<file path="src/rtl/alu_mc_responder_pkg.sv">
// -----------------------------------------------------------------------------
// alu_mc_responder_pkg
// Shared parameters and types for the multi-cycle ALU responder:
//   OPERAND_MAX_DATA_WIDTH : default operand width
//   alu_op_t               : 3-bit opcode encoding (6 and 7 are illegal)
//   alu_state_t            : responder FSM states
//   op_is_legal()          : opcode legality helper
// -----------------------------------------------------------------------------
package alu_mc_responder_pkg;

  localparam int OPERAND_MAX_DATA_WIDTH = 8;

  typedef enum logic [2:0] {
    OP_ADD  = 3'd0,
    OP_SUB  = 3'd1,
    OP_AND  = 3'd2,
    OP_OR   = 3'd3,
    OP_XOR  = 3'd4,
    OP_MUL  = 3'd5,
    OP_ILL6 = 3'd6,
    OP_ILL7 = 3'd7
  } alu_op_t;

  typedef enum logic [1:0] {
    ST_IDLE = 2'd0,
    ST_EXEC = 2'd1,
    ST_DONE = 2'd2
  } alu_state_t;

  function automatic logic op_is_legal(input alu_op_t op);
    logic legal;
    case (op)
      OP_ADD, OP_SUB, OP_AND, OP_OR, OP_XOR, OP_MUL: legal = 1'b1;
      default:                                       legal = 1'b0;
    endcase
    return legal;
  endfunction

endpackage

</file>
<file path="src/rtl/alu_mc_responder_if.sv">
// -----------------------------------------------------------------------------
// alu_mc_responder_if
// Request/response handshake bundle for alu_mc_responder.
//   in_valid/in_ready   : request handshake
//   in_a/in_b/in_op     : request payload
//   out_valid/out_ready : response handshake
//   out_result/out_err  : response payload (qualified by out_valid)
// master = requester/consumer side, slave = responder side.
// -----------------------------------------------------------------------------
interface alu_mc_responder_if
  import alu_mc_responder_pkg::*;
#(
  parameter int DATA_W = OPERAND_MAX_DATA_WIDTH
) ();

  logic                  in_valid;
  logic                  in_ready;
  logic [DATA_W-1:0]     in_a;
  logic [DATA_W-1:0]     in_b;
  alu_op_t               in_op;
  logic                  out_valid;
  logic                  out_ready;
  logic [2*DATA_W-1:0]   out_result;
  logic                  out_err;

  modport master (
    output in_valid, in_a, in_b, in_op, out_ready,
    input  in_ready, out_valid, out_result, out_err
  );

  modport slave (
    input  in_valid, in_a, in_b, in_op, out_ready,
    output in_ready, out_valid, out_result, out_err
  );

endinterface

</file>
<file path="src/rtl/alu_mc_mul.sv">
// -----------------------------------------------------------------------------
// alu_mc_mul
// Iterative shift-add unsigned multiplier, one multiplier bit per cycle.
//   clk, rst     : clock, synchronous active-high reset
//   start_i      : load operands; bit 0 is consumed on the loading edge
//   a_i, b_i     : multiplicand / multiplier
//   done_o       : product complete (held until the next start_i)
//   product_o    : 2*DATA_W-bit product
// Bit 0 is folded into the load so the product is final DATA_W-1 cycles
// after the loading edge. DATA_W must be at least 2.
// -----------------------------------------------------------------------------
module alu_mc_mul #(
  parameter int DATA_W = 8
) (
  input  logic                clk,
  input  logic                rst,
  input  logic                start_i,
  input  logic [DATA_W-1:0]   a_i,
  input  logic [DATA_W-1:0]   b_i,
  output logic                done_o,
  output logic [2*DATA_W-1:0] product_o
);

  localparam int RES_W = 2 * DATA_W;
  localparam int BIT_W = $clog2(DATA_W + 1);
  localparam logic [BIT_W-1:0] BIT_ONE  = BIT_W'(1);
  localparam logic [BIT_W-1:0] BIT_LAST = BIT_W'(DATA_W);

  logic [RES_W-1:0]  acc_q, acc_d;
  logic [RES_W-1:0]  mcand_q, mcand_d;
  logic [DATA_W-1:0] mplier_q, mplier_d;
  logic [BIT_W-1:0]  bits_q, bits_d;
  logic              busy_q, busy_d;
  logic              done_q, done_d;

  // Next-state: load on start, otherwise accumulate one multiplier bit per cycle.
  always_comb begin
    acc_d    = acc_q;
    mcand_d  = mcand_q;
    mplier_d = mplier_q;
    bits_d   = bits_q;
    busy_d   = busy_q;
    done_d   = done_q;
    if (start_i) begin
      if (b_i[0]) begin
        acc_d = {{DATA_W{1'b0}}, a_i};
      end else begin
        acc_d = {RES_W{1'b0}};
      end
      mcand_d  = {{(DATA_W-1){1'b0}}, a_i, 1'b0};
      mplier_d = {1'b0, b_i[DATA_W-1:1]};
      bits_d   = BIT_ONE;
      busy_d   = 1'b1;
      done_d   = 1'b0;
    end else if (busy_q) begin
      if (mplier_q[0]) begin
        acc_d = acc_q + mcand_q;
      end else begin
        acc_d = acc_q;
      end
      mcand_d  = {mcand_q[RES_W-2:0], 1'b0};
      mplier_d = {1'b0, mplier_q[DATA_W-1:1]};
      bits_d   = bits_q + BIT_ONE;
      if ((bits_q + BIT_ONE) == BIT_LAST) begin
        busy_d = 1'b0;
        done_d = 1'b1;
      end else begin
        busy_d = 1'b1;
        done_d = 1'b0;
      end
    end else begin
      busy_d = 1'b0;
    end
  end

  // Multiplier state registers.
  always_ff @(posedge clk) begin
    if (rst) begin
      acc_q    <= {RES_W{1'b0}};
      mcand_q  <= {RES_W{1'b0}};
      mplier_q <= {DATA_W{1'b0}};
      bits_q   <= {BIT_W{1'b0}};
      busy_q   <= 1'b0;
      done_q   <= 1'b0;
    end else begin
      acc_q    <= acc_d;
      mcand_q  <= mcand_d;
      mplier_q <= mplier_d;
      bits_q   <= bits_d;
      busy_q   <= busy_d;
      done_q   <= done_d;
    end
  end

  assign done_o    = done_q;
  assign product_o = acc_q;

endmodule

</file>
<file path="src/rtl/alu_mc_responder.sv">
// -----------------------------------------------------------------------------
// alu_mc_responder
// Multi-cycle ALU behind a valid/ready request and response handshake.
//   clk     : clock, rising edge
//   rst     : synchronous active-high reset (aborts any operation)
//   bus_io  : alu_mc_responder_if.slave (request in, result out)
// IDLE accepts one request, EXEC runs 1 cycle (MUL_CYCLES for MUL), DONE
// presents a registered result until the consumer takes it.
// MUL_CYCLES must be >= DATA_W so the multiplier finishes inside EXEC.
// -----------------------------------------------------------------------------
module alu_mc_responder
  import alu_mc_responder_pkg::*;
#(
  parameter int DATA_W     = OPERAND_MAX_DATA_WIDTH,
  parameter int MUL_CYCLES = DATA_W
) (
  input logic               clk,
  input logic               rst,
  alu_mc_responder_if.slave bus_io
);

  localparam int RES_W = 2 * DATA_W;
  localparam int CNT_W = $clog2(MUL_CYCLES + 1);
  localparam logic [CNT_W-1:0] CNT_ONE = CNT_W'(1);
  localparam logic [CNT_W-1:0] CNT_MUL = CNT_W'(MUL_CYCLES);

  alu_state_t        state_q, state_d;
  logic [CNT_W-1:0]  cnt_q, cnt_d;
  logic [DATA_W-1:0] a_q, a_d, b_q, b_d;
  alu_op_t           op_q, op_d;
  logic [RES_W-1:0]  result_q, result_d;
  logic              err_q, err_d;
  logic              valid_q, valid_d;
  logic              ready_q, ready_d;

  logic              accept_s, retire_s, mul_start_s, mul_done_s, last_iter_s;
  logic [CNT_W-1:0]  target_s;
  logic [RES_W-1:0]  mul_product_s, alu_result_s;

  // ready_q is only high in IDLE, so it alone qualifies the accept.
  assign accept_s    = ready_q && bus_io.in_valid;
  assign retire_s    = valid_q && bus_io.out_ready;
  assign mul_start_s = accept_s && (bus_io.in_op == OP_MUL);

  alu_mc_mul #(.DATA_W(DATA_W)) u_mul (
    .clk       (clk),
    .rst       (rst),
    .start_i   (mul_start_s),
    .a_i       (bus_io.in_a),
    .b_i       (bus_io.in_b),
    .done_o    (mul_done_s),
    .product_o (mul_product_s)
  );

  // Single-cycle datapath on the latched operands; illegal opcodes give zero.
  always_comb begin
    alu_result_s = {RES_W{1'b0}};
    case (op_q)
      OP_ADD:  alu_result_s = {{DATA_W{1'b0}}, a_q} + {{DATA_W{1'b0}}, b_q};
      // Subtracting at full width yields the sign-extended difference.
      OP_SUB:  alu_result_s = {{DATA_W{1'b0}}, a_q} - {{DATA_W{1'b0}}, b_q};
      OP_AND:  alu_result_s = {{DATA_W{1'b0}}, a_q & b_q};
      OP_OR:   alu_result_s = {{DATA_W{1'b0}}, a_q | b_q};
      OP_XOR:  alu_result_s = {{DATA_W{1'b0}}, a_q ^ b_q};
      default: alu_result_s = {RES_W{1'b0}};
    endcase
  end

  // EXEC length per opcode and end-of-EXEC detection.
  always_comb begin
    if (op_q == OP_MUL) begin
      target_s    = CNT_MUL;
      last_iter_s = ((cnt_q + CNT_ONE) == target_s) && mul_done_s;
    end else begin
      target_s    = CNT_ONE;
      last_iter_s = ((cnt_q + CNT_ONE) == target_s);
    end
  end

  // FSM next-state and datapath register updates.
  always_comb begin
    state_d  = state_q;
    cnt_d    = cnt_q;
    a_d      = a_q;
    b_d      = b_q;
    op_d     = op_q;
    result_d = result_q;
    err_d    = err_q;
    case (state_q)
      ST_IDLE: begin
        if (accept_s) begin
          a_d     = bus_io.in_a;
          b_d     = bus_io.in_b;
          op_d    = bus_io.in_op;
          cnt_d   = {CNT_W{1'b0}};
          state_d = ST_EXEC;
        end else begin
          state_d = ST_IDLE;
        end
      end
      ST_EXEC: begin
        if (last_iter_s) begin
          cnt_d   = {CNT_W{1'b0}};
          state_d = ST_DONE;
          err_d   = !op_is_legal(op_q);
          if (op_q == OP_MUL) begin
            result_d = mul_product_s;
          end else begin
            result_d = alu_result_s;
          end
        end else begin
          cnt_d   = cnt_q + CNT_ONE;
          state_d = ST_EXEC;
        end
      end
      ST_DONE: begin
        if (retire_s) begin
          state_d = ST_IDLE;
        end else begin
          state_d = ST_DONE;
        end
      end
      default: begin
        state_d = ST_IDLE;
        cnt_d   = {CNT_W{1'b0}};
      end
    endcase
    // Handshake outputs follow the next state so they are registered.
    ready_d = (state_d == ST_IDLE);
    valid_d = (state_d == ST_DONE);
  end

  // State and output registers; reset wins over any handshake.
  always_ff @(posedge clk) begin
    if (rst) begin
      state_q  <= ST_IDLE;
      cnt_q    <= {CNT_W{1'b0}};
      a_q      <= {DATA_W{1'b0}};
      b_q      <= {DATA_W{1'b0}};
      op_q     <= OP_ADD;
      result_q <= {RES_W{1'b0}};
      err_q    <= 1'b0;
      valid_q  <= 1'b0;
      ready_q  <= 1'b0;
    end else begin
      state_q  <= state_d;
      cnt_q    <= cnt_d;
      a_q      <= a_d;
      b_q      <= b_d;
      op_q     <= op_d;
      result_q <= result_d;
      err_q    <= err_d;
      valid_q  <= valid_d;
      ready_q  <= ready_d;
    end
  end

  assign bus_io.in_ready   = ready_q;
  assign bus_io.out_valid  = valid_q;
  assign bus_io.out_result = result_q;
  assign bus_io.out_err    = err_q;

endmodule
</file>
<file path="src/flat_wrapper.sv">
// flat-port wrapper written by rule: the top's interface ports become plain ports
module alu_mc_responder_flat import alu_mc_responder_pkg::*;
#(
  parameter int DATA_W     = OPERAND_MAX_DATA_WIDTH,
  parameter int MUL_CYCLES = DATA_W
)
  (clk, rst, bus_io_in_valid, bus_io_in_a, bus_io_in_b, bus_io_in_op, bus_io_out_ready, bus_io_in_ready, bus_io_out_valid, bus_io_out_result, bus_io_out_err);
  alu_mc_responder_if #(.DATA_W(DATA_W)) bus_io_i ();
  input logic clk;
  input logic rst;
  input wire logic [$bits(bus_io_i.in_valid)-1:0] bus_io_in_valid;
  input wire logic [$bits(bus_io_i.in_a)-1:0] bus_io_in_a;
  input wire logic [$bits(bus_io_i.in_b)-1:0] bus_io_in_b;
  input wire logic [$bits(bus_io_i.in_op)-1:0] bus_io_in_op;
  input wire logic [$bits(bus_io_i.out_ready)-1:0] bus_io_out_ready;
  output wire logic [$bits(bus_io_i.in_ready)-1:0] bus_io_in_ready;
  output wire logic [$bits(bus_io_i.out_valid)-1:0] bus_io_out_valid;
  output wire logic [$bits(bus_io_i.out_result)-1:0] bus_io_out_result;
  output wire logic [$bits(bus_io_i.out_err)-1:0] bus_io_out_err;
  assign bus_io_i.in_valid = bus_io_in_valid;
  assign bus_io_i.in_a = bus_io_in_a;
  assign bus_io_i.in_b = bus_io_in_b;
  assign bus_io_i.in_op = bus_io_in_op;
  assign bus_io_i.out_ready = bus_io_out_ready;
  assign bus_io_in_ready = bus_io_i.in_ready;
  assign bus_io_out_valid = bus_io_i.out_valid;
  assign bus_io_out_result = bus_io_i.out_result;
  assign bus_io_out_err = bus_io_i.out_err;
  alu_mc_responder #(.DATA_W(DATA_W), .MUL_CYCLES(MUL_CYCLES)) u_core (.clk(clk), .rst(rst), .bus_io(bus_io_i));
endmodule
</file>
<file path="config.mk">
export PLATFORM = sky130hd
export DESIGN_NAME = alu_mc_responder_flat
export DESIGN_NICKNAME = d
export VERILOG_FILES = /design/src/rtl/alu_mc_responder_pkg.sv /design/src/rtl/alu_mc_responder_if.sv /design/src/rtl/alu_mc_mul.sv /design/src/rtl/alu_mc_responder.sv /design/src/flat_wrapper.sv
export SDC_FILE = /design/constraint.sdc
export NUM_CORES = 1
export LEC_CHECK = 0
export CAP_MARGIN = 15
export CORE_ASPECT_RATIO = 0.6
export CORE_UTILIZATION = 55
export DETAILED_ROUTE_END_ITERATION = 8
export PLACE_DENSITY = 0.77
export SLEW_MARGIN = 20
export SYNTH_ARGS = -nofsm -noshare
export SYNTH_HDL_FRONTEND = slang
export SYNTH_SLANG_ARGS = --single-unit
</file>
<file path="constraint.sdc">
create_clock -name clk -period 2.65 [get_ports clk]
set_input_delay 0.6625 -clock clk [delete_from_list [all_inputs] [get_ports clk]]
set_output_delay 0.6625 -clock clk [all_outputs]
set_load 0.02 [all_outputs]
</file>
==> metrics.txt, run 1 <==
DRC=0; largest cells by area after synthesis=dfxtp_1 33%, ha_1 10%, a21oi_1 6.9%; die area=0.0100 sq mm; post-synthesis cell area=0.00530 sq mm; die width=129 um; post-CTS setup repair buffer count=0; vias in the first global route=4484; startpoint types=register; HP Start=u_core.bus_io.out_err; Final Instance Area=0.00619 sq mm; GR peak layer=met1; VDD IR max=369 uV; Post-Syn Instances=646; Crit Path Category=reg -> reg; status=completed; Final Hold Viols=0; hpwl dp=10.4 mm; Post-synth EDFFs=0; port bufs=41; first-pass GRT wire length=23.1 mm; met3 usage=7.38%; Antenna Nets Post-Route=0; Setup Viol. Count Final=0; CTS sink count=88; Final period util=93.9%; P per Cell Area=551 mW/mm^2; CTS max path bufs=2; Slew @ Worst Pin=0.792 ns; met2 capacity usage during global routing=41.9%; met1 Use GR=45.7%; Area Growth Syn to Fin=16.8%; reg2reg end=u_core.bus_io.out_result[9]; f_max=402 MHz; placed inst area=0.00582 sq mm; initial antenna violation count=0; critical path arrival=2.70 ns; cts repair resizes=0; Placer Congestion=0.921; worst path required time=2.86 ns; vias per std cell=5.93; Slew Limit Fails=0; Lkg Pwr=2.36 nW; Layout Nets=749; leading register cell type out of synthesis=dfxtp_1; crit path time final=2.49 ns; Congestion Overflow GR=0; hold depth=2; starting DRC count in detailed routing=511; post-synth top area cell=dfxtp_1; largest net degree at the start of global routing=42; Ys Warns=0; post-route insts no fill=815; Clk Latency, worst-skew pair=0.35 ns; sequential fraction of the synthesis area=33.3%; skew final=0.00963 ns; area of the core=0.00926 sq mm; overall routing resource usage=30.2%; syn avg cell area=8.20 sq um; antenna cells=0; Crit. End Element=register; Async SR Flop Fraction=0%; Initial Utilization=57.2%; Post-synth top cells=88 x dfxtp_1, 88 x nand2_1, 73 x a21oi_1; max_slew headroom=47.2%; via count=4830; #FFs+latches synth=88; critical path peak fanout=8; die extent in y=78.0 um; count of cell types in the netlist=54; Hold WS=0.472 ns; Worst Hold Path EP=u_core.bus_io.out_err; post-synth top area share=33.3%; Hold Buf Count CTS=0; I/O pin count=42; FF-to-FF path depth=10; cell total after placement=798; max_cap viols=0; CTS root buf=clkbuf_16; share of cells above drive strength 1=8.32%; worst hold path type=reg -> reg; r2r setup slk=0.16 ns; Critical R2R Launch=u_core.b_q[2]; TritonCTS clock tree=done; routed len/inst=17.4 um; H-tree level count=3; filler instances=798; CTS buffer count=9; Clock Pin Slew Worst Setup and Hold Paths=0.06 ns; Post-Syn Nets=715; Routed WL=14.2 mm; DRT Pass-1 Iters=4; Power Total=3.41 mW; row count=27
metal layers:
metal	routed length, um	vias up
li1	-	2322
met1	7200	2263
met2	5630	223
met3	1220	22
met4	163	0
met5	0	-
cell usage in the layout (no fill, tap or decap), types with 4 or more instances in the layout:
cell             count
ha_1                43
nand3_1             14
nand3b_1             4
inv_1               32
o211ai_1             4
nor2_1              62
o21ai_0             25
a21o_1               5
clkdlybuf4s50_1     40
a221oi_1             7
nor2b_1              5
or3_1                8
nor3_1               9
o21bai_1             7
a211oi_2            11
a31oi_1              4
mux2i_1             28
nand2_1             88
clkbuf_16            9
buf_4               19
a21oi_1             73
xor2_1              15
nand2b_1             9
a211oi_1            20
xnor2_1              9
dfxtp_1             88
sequential cells by signal, indices dropped and copies added (netlist names), 2 cells and up:
name,count
u_core.bus_io.out_result,16
u_core.u_mul.mplier_q,7
u_core.u_mul.mcand_q,15
u_core.state_q,2
u_core.op_q,3
u_core.cnt_q,4
u_core.u_mul.bits_q,4
u_core.b_q,8
u_core.u_mul.product_o,16
u_core.a_q,8
cells by family (layout without fill, tap and decap cells):
family / after synthesis / after routing / share of synthesized area [%]
compound gates: 173 / 173 / 21.7
xor+xnor: 24 / 24 / 3.97
fa+ha+maj: 46 / 46 / 11.3
buf+inv: 70 / 109 / 5.81
flops: 88 / 88 / 33.3
mux: 29 / 29 / 5.51
simple gates: 216 / 216 / 18.4
report_power, final:
part / internal [mW] / switching, mW / total, mW / leakage, nW
Sequential: 1.37 / 0.0366 / 1.40 / 0.713
Combinational: 0.219 / 0.305 / 0.523 / 1.48
Clock: 0.924 / 0.561 / 1.48 / 0.170
how the worst max path moves through the flow:
stage / start / end / slack, ns / depth (start not counted)
2_1_floorplan: u_core.b_q[2] / u_core.bus_io.out_result[10] / 0.39 / 9
3_3_place_gp: u_core.a_q[0] / u_core.bus_io.out_result[8] / 0.25 / 11
3_5_place_dp: u_core.a_q[0] / u_core.bus_io.out_result[14] / 0.20 / 11
4_1_cts: u_core.a_q[0] / u_core.bus_io.out_result[9] / 0.15 / 11
5_1_grt: u_core.b_q[0] / u_core.bus_io.out_result[6] / -0.009 / 9
6_report: u_core.b_q[2] / u_core.bus_io.out_result[9] / 0.16 / 10
area by class of cell:
| type | instances | area, sq um | share of cell area, % |
|---|---|---|---|
| tap | 130 | 163 | 2.63 |
| multi-input combinational | 488 | 3230 | 52.2 |
| clock inverter | 7 | 118 | 1.90 |
| sequential | 88 | 1760 | 28.5 |
| timing repair buffer | 61 | 568 | 9.18 |
| clock buffer | 9 | 225 | 3.64 |
| inverter | 32 | 120 | 1.94 |
stage by stage:
stage               TNS (ns)  setup slack (ns)  util [%]
CTS                        0             0.151      66.6
global route        -0.00923          -0.00923      66.8
finish                     0             0.162      66.8
global placement           0             0.248      62.9
floorplan                  0             0.388         -
detailed placement         0             0.196      62.9
critical path, stage by stage (launching register included):
cell	delay, ns
dfxtp_1	0.41
inv_1	0.09
ha_1	0.32
nand2b_1	0.17
a21oi_1	0.16
nor2_1	0.10
o31a_1	0.29
or3_1	0.37
a31oi_4	0.22
buf_12	0.15
a211oi_2	0.07
Power figures use the tool's default switching activity.
==> inputs of run 2 (changes only) <==
--- a/config.mk
+++ b/config.mk
@@ -9,7 +9,7 @@
 export CORE_ASPECT_RATIO = 0.6
 export CORE_UTILIZATION = 55
 export DETAILED_ROUTE_END_ITERATION = 8
-export PLACE_DENSITY = 0.77
+export PLACE_DENSITY = 0.76
 export SLEW_MARGIN = 20
 export SYNTH_ARGS = -nofsm -noshare
 export SYNTH_HDL_FRONTEND = slang
==> constraint.sdc (replaced) <==
create_clock -name clk -period 2.65 [get_ports clk]
set_input_delay 0.6625 -clock clk [delete_from_list [all_inputs] [get_ports clk]]
set_output_delay 0.6625 -clock clk [all_outputs]
set_load 0.1 [all_outputs]
==> run 2 against run 1 <==
Effect of this change: utilization is 0.46 points lower; via count is 1.1% lower; first-iteration DRC count is 0.98% higher; clock skew is 0.0046 ns lower; clock power hardly changed; combinational power is 19% higher; clock-buffer cell count is 1 higher; maximum frequency is 0.91% lower; critical path depth stayed put; non-clock buffer count is 1 lower.
==> metrics.txt, run 2 (same netlist as run 1, synthesis figures left out) <==
Clk Latency, worst-skew pair=0.34 ns (about the same); share of cells above drive strength 1=11.0% (+2.6 points); max_cap viols=0 (unchanged); Gate power share=17.6% (+2.3 points); clock power share=42.7% (-0.8 points); first-pass GRT wire length=22.9 mm (-1.2%); FF-to-FF path depth=10 (unchanged); P per Cell Area=574 mW/mm^2 (+4.1%); r2r setup slk=0.14 ns (-0.02 ns); final core occ=66.4% (-0.46 points); Clock Pin Slew Worst Setup and Hold Paths=0.07 ns (about the same); Crit. End Element=register; die width=129 um (unchanged); crit path time final=2.51 ns (+0.0228 ns); HP Start=u_core.bus_io.out_result[1]; placed inst area=0.00577 sq mm (-0.95%); Critical R2R Launch=u_core.b_q[2]; Slew @ Worst Pin=0.767 ns (-0.0250 ns); f_max=398 MHz (-0.91%); Worst path max stage delay=0.39 ns (-0.02 ns); Placer Congestion=0.967 (+5.0%); Crit Path Category=reg -> reg; I/O pin count=42 (unchanged); Initial Utilization=57.2% (unchanged); hpwl dp=10.4 mm (-0.66%); status=completed; Slew Limit Fails=0 (unchanged); Lkg Pwr=2.39 nW (+1.3%); Hold WS=0.480 ns (+0.00805 ns); RSZ-0062 raised after global routing=no; WP buf/inv=2 (unchanged); Layout Nets=748 (-0.13%); port bufs=41 (unchanged); Hold Buf Count CTS=0 (unchanged); antenna cells=0 (unchanged); delay-heaviest family, CP=compound AO/OA/AOI/OAI gates; die extent in y=78.0 um (unchanged); largest net degree at the start of global routing=40 (-4.8%); Final Hold Viols=0 (unchanged); Worst Hold Path EP=u_core.bus_io.out_result[1]; worst path required time=2.86 ns (about the same); row count=27 (unchanged); Crit-path slowest cell=ha_1; startpoint types=register; H-tree level count=3 (unchanged); CTS max path bufs=2 (unchanged); CTS root buf=clkbuf_16; overall routing resource usage=29.6% (-0.60 points); Final period util=94.7% (+0.86 points); vias per std cell=5.87 (-0.93%); starting DRC count in detailed routing=516 (+0.98%); worst hold path type=reg -> reg; Area Growth Syn to Fin=16.0%; Setup WS pre-CTS=0.0785 ns (-0.117 ns); Antenna Nets Post-Route=0 (unchanged); critical path arrival=2.72 ns (+0.02 ns); reg2reg end=u_core.bus_io.out_result[14]; internal power=2.53 mW (+0.82%); CP Cell Sequence=inv_1 > ha_1 > nand2b_1 > a21oi_1 > nor2_1 > o31a_1 > or3_1 > a31oi_4 > buf_12 > a211oi_2; most frequent cells in the layout=88 x nand2_1, 88 x dfxtp_1, 73 x a21oi_1, 62 x nor2_1, 43 x ha_1; final setup TNS=0 ns (unchanged); initial antenna violation count=0 (unchanged); Congestion Overflow GR=0 (unchanged); TritonCTS clock tree=done; switching power=999 uW (+11%); routed len/inst=17.4 um (-0.25%); CTS sink count=88 (unchanged); critical path peak fanout=8 (unchanged); max_slew headroom=48.8% (+1.7 points); hold depth=2 (unchanged); sequential power share=39.7% (-1.4 points); CTS buffer count=9 (unchanged); Setup Viol. Count Final=0 (unchanged); vias in the first global route=4452 (-0.71%); DRC=0 (unchanged); die area=0.0100 sq mm (unchanged); Final Instance Area=0.00614 sq mm (-0.69%); via count=4779 (-1.1%); Routed WL=14.2 mm (-0.37%); skew final=0.00507 ns (-0.00456 ns); setup ws final=0.139 ns (-0.0228 ns); VDD IR max=290 uV (-21%); DRT Pass-1 Iters=5 (+1); switching share of power=28.3% (+1.9 points); area of the core=0.00926 sq mm (unchanged)
run 2: timing repair:
action,in CTS,in global routing
resized for setup,0,2
setup buffers,0,1
endpoints found under the setup margin,0,10
run 2: per-layer routing:
metal	wire, um	up-vias	global-route usage, %
met4	184	0	6.71
met5	0	-	0
li1	-	2315	-
met3	1090	22	6.97
met1	6950	2257	43.0
met2	5940	185	43.9
run 2: final cells by class:
type                       instances  area, sq um
clock inverter                     6          115
clock buffer                      10          239
timing repair buffer              60          513
sequential                        88         1760
inverter                          32          120
fill                             795         3110
tap                              130          163
multi-input combinational        488         3230
run 2: worst max-delay path by stage:
stage	start	end	slack (ns)	cells after the start
after floorplan	u_core.bus_io.in_ready	u_core.u_mul.bits_q[1]	0.32	6
after global placement	u_core.b_q[1]	u_core.bus_io.out_result[3]	0.15	8
after detailed placement	u_core.b_q[2]	u_core.bus_io.out_result[14]	0.08	9
after CTS	u_core.b_q[2]	u_core.bus_io.out_result[14]	0.05	9
after global routing	u_core.a_q[3]	u_core.bus_io.out_result[7]	0.01	9
final	u_core.b_q[2]	u_core.bus_io.out_result[14]	0.14	10
run 2: per-stage QoR:
| stage | power (mW) | instances |
|---|---|---|
| detailed placement | 2.04 | 797 |
| finish | 3.53 | 814 |
| CTS | 3.53 | 813 |
| floorplan | 1.86 | 646 |
| global placement | 2.02 | 797 |
| global route | 3.64 | 814 |
run 2: power by group through the flow:
stage               clock [mW]  combinational (mW)  sequential (mW)
floorplan                    0               0.317             1.55
global placement             0               0.592             1.43
detailed placement           0               0.604             1.43
CTS                       1.52               0.609             1.40
global route              1.57               0.662             1.41
finish                    1.50               0.620             1.40
run 2: worst reg2reg max path: stages (launching register included):
cell and delay, ns:
dfxtp_1 0.36, inv_1 0.07, ha_1 0.39, nand2b_1 0.20, a21oi_1 0.15, nor2_1 0.09
o31a_1 0.29, or3_1 0.38, a31oi_4 0.23, buf_12 0.15, a211oi_2 0.07
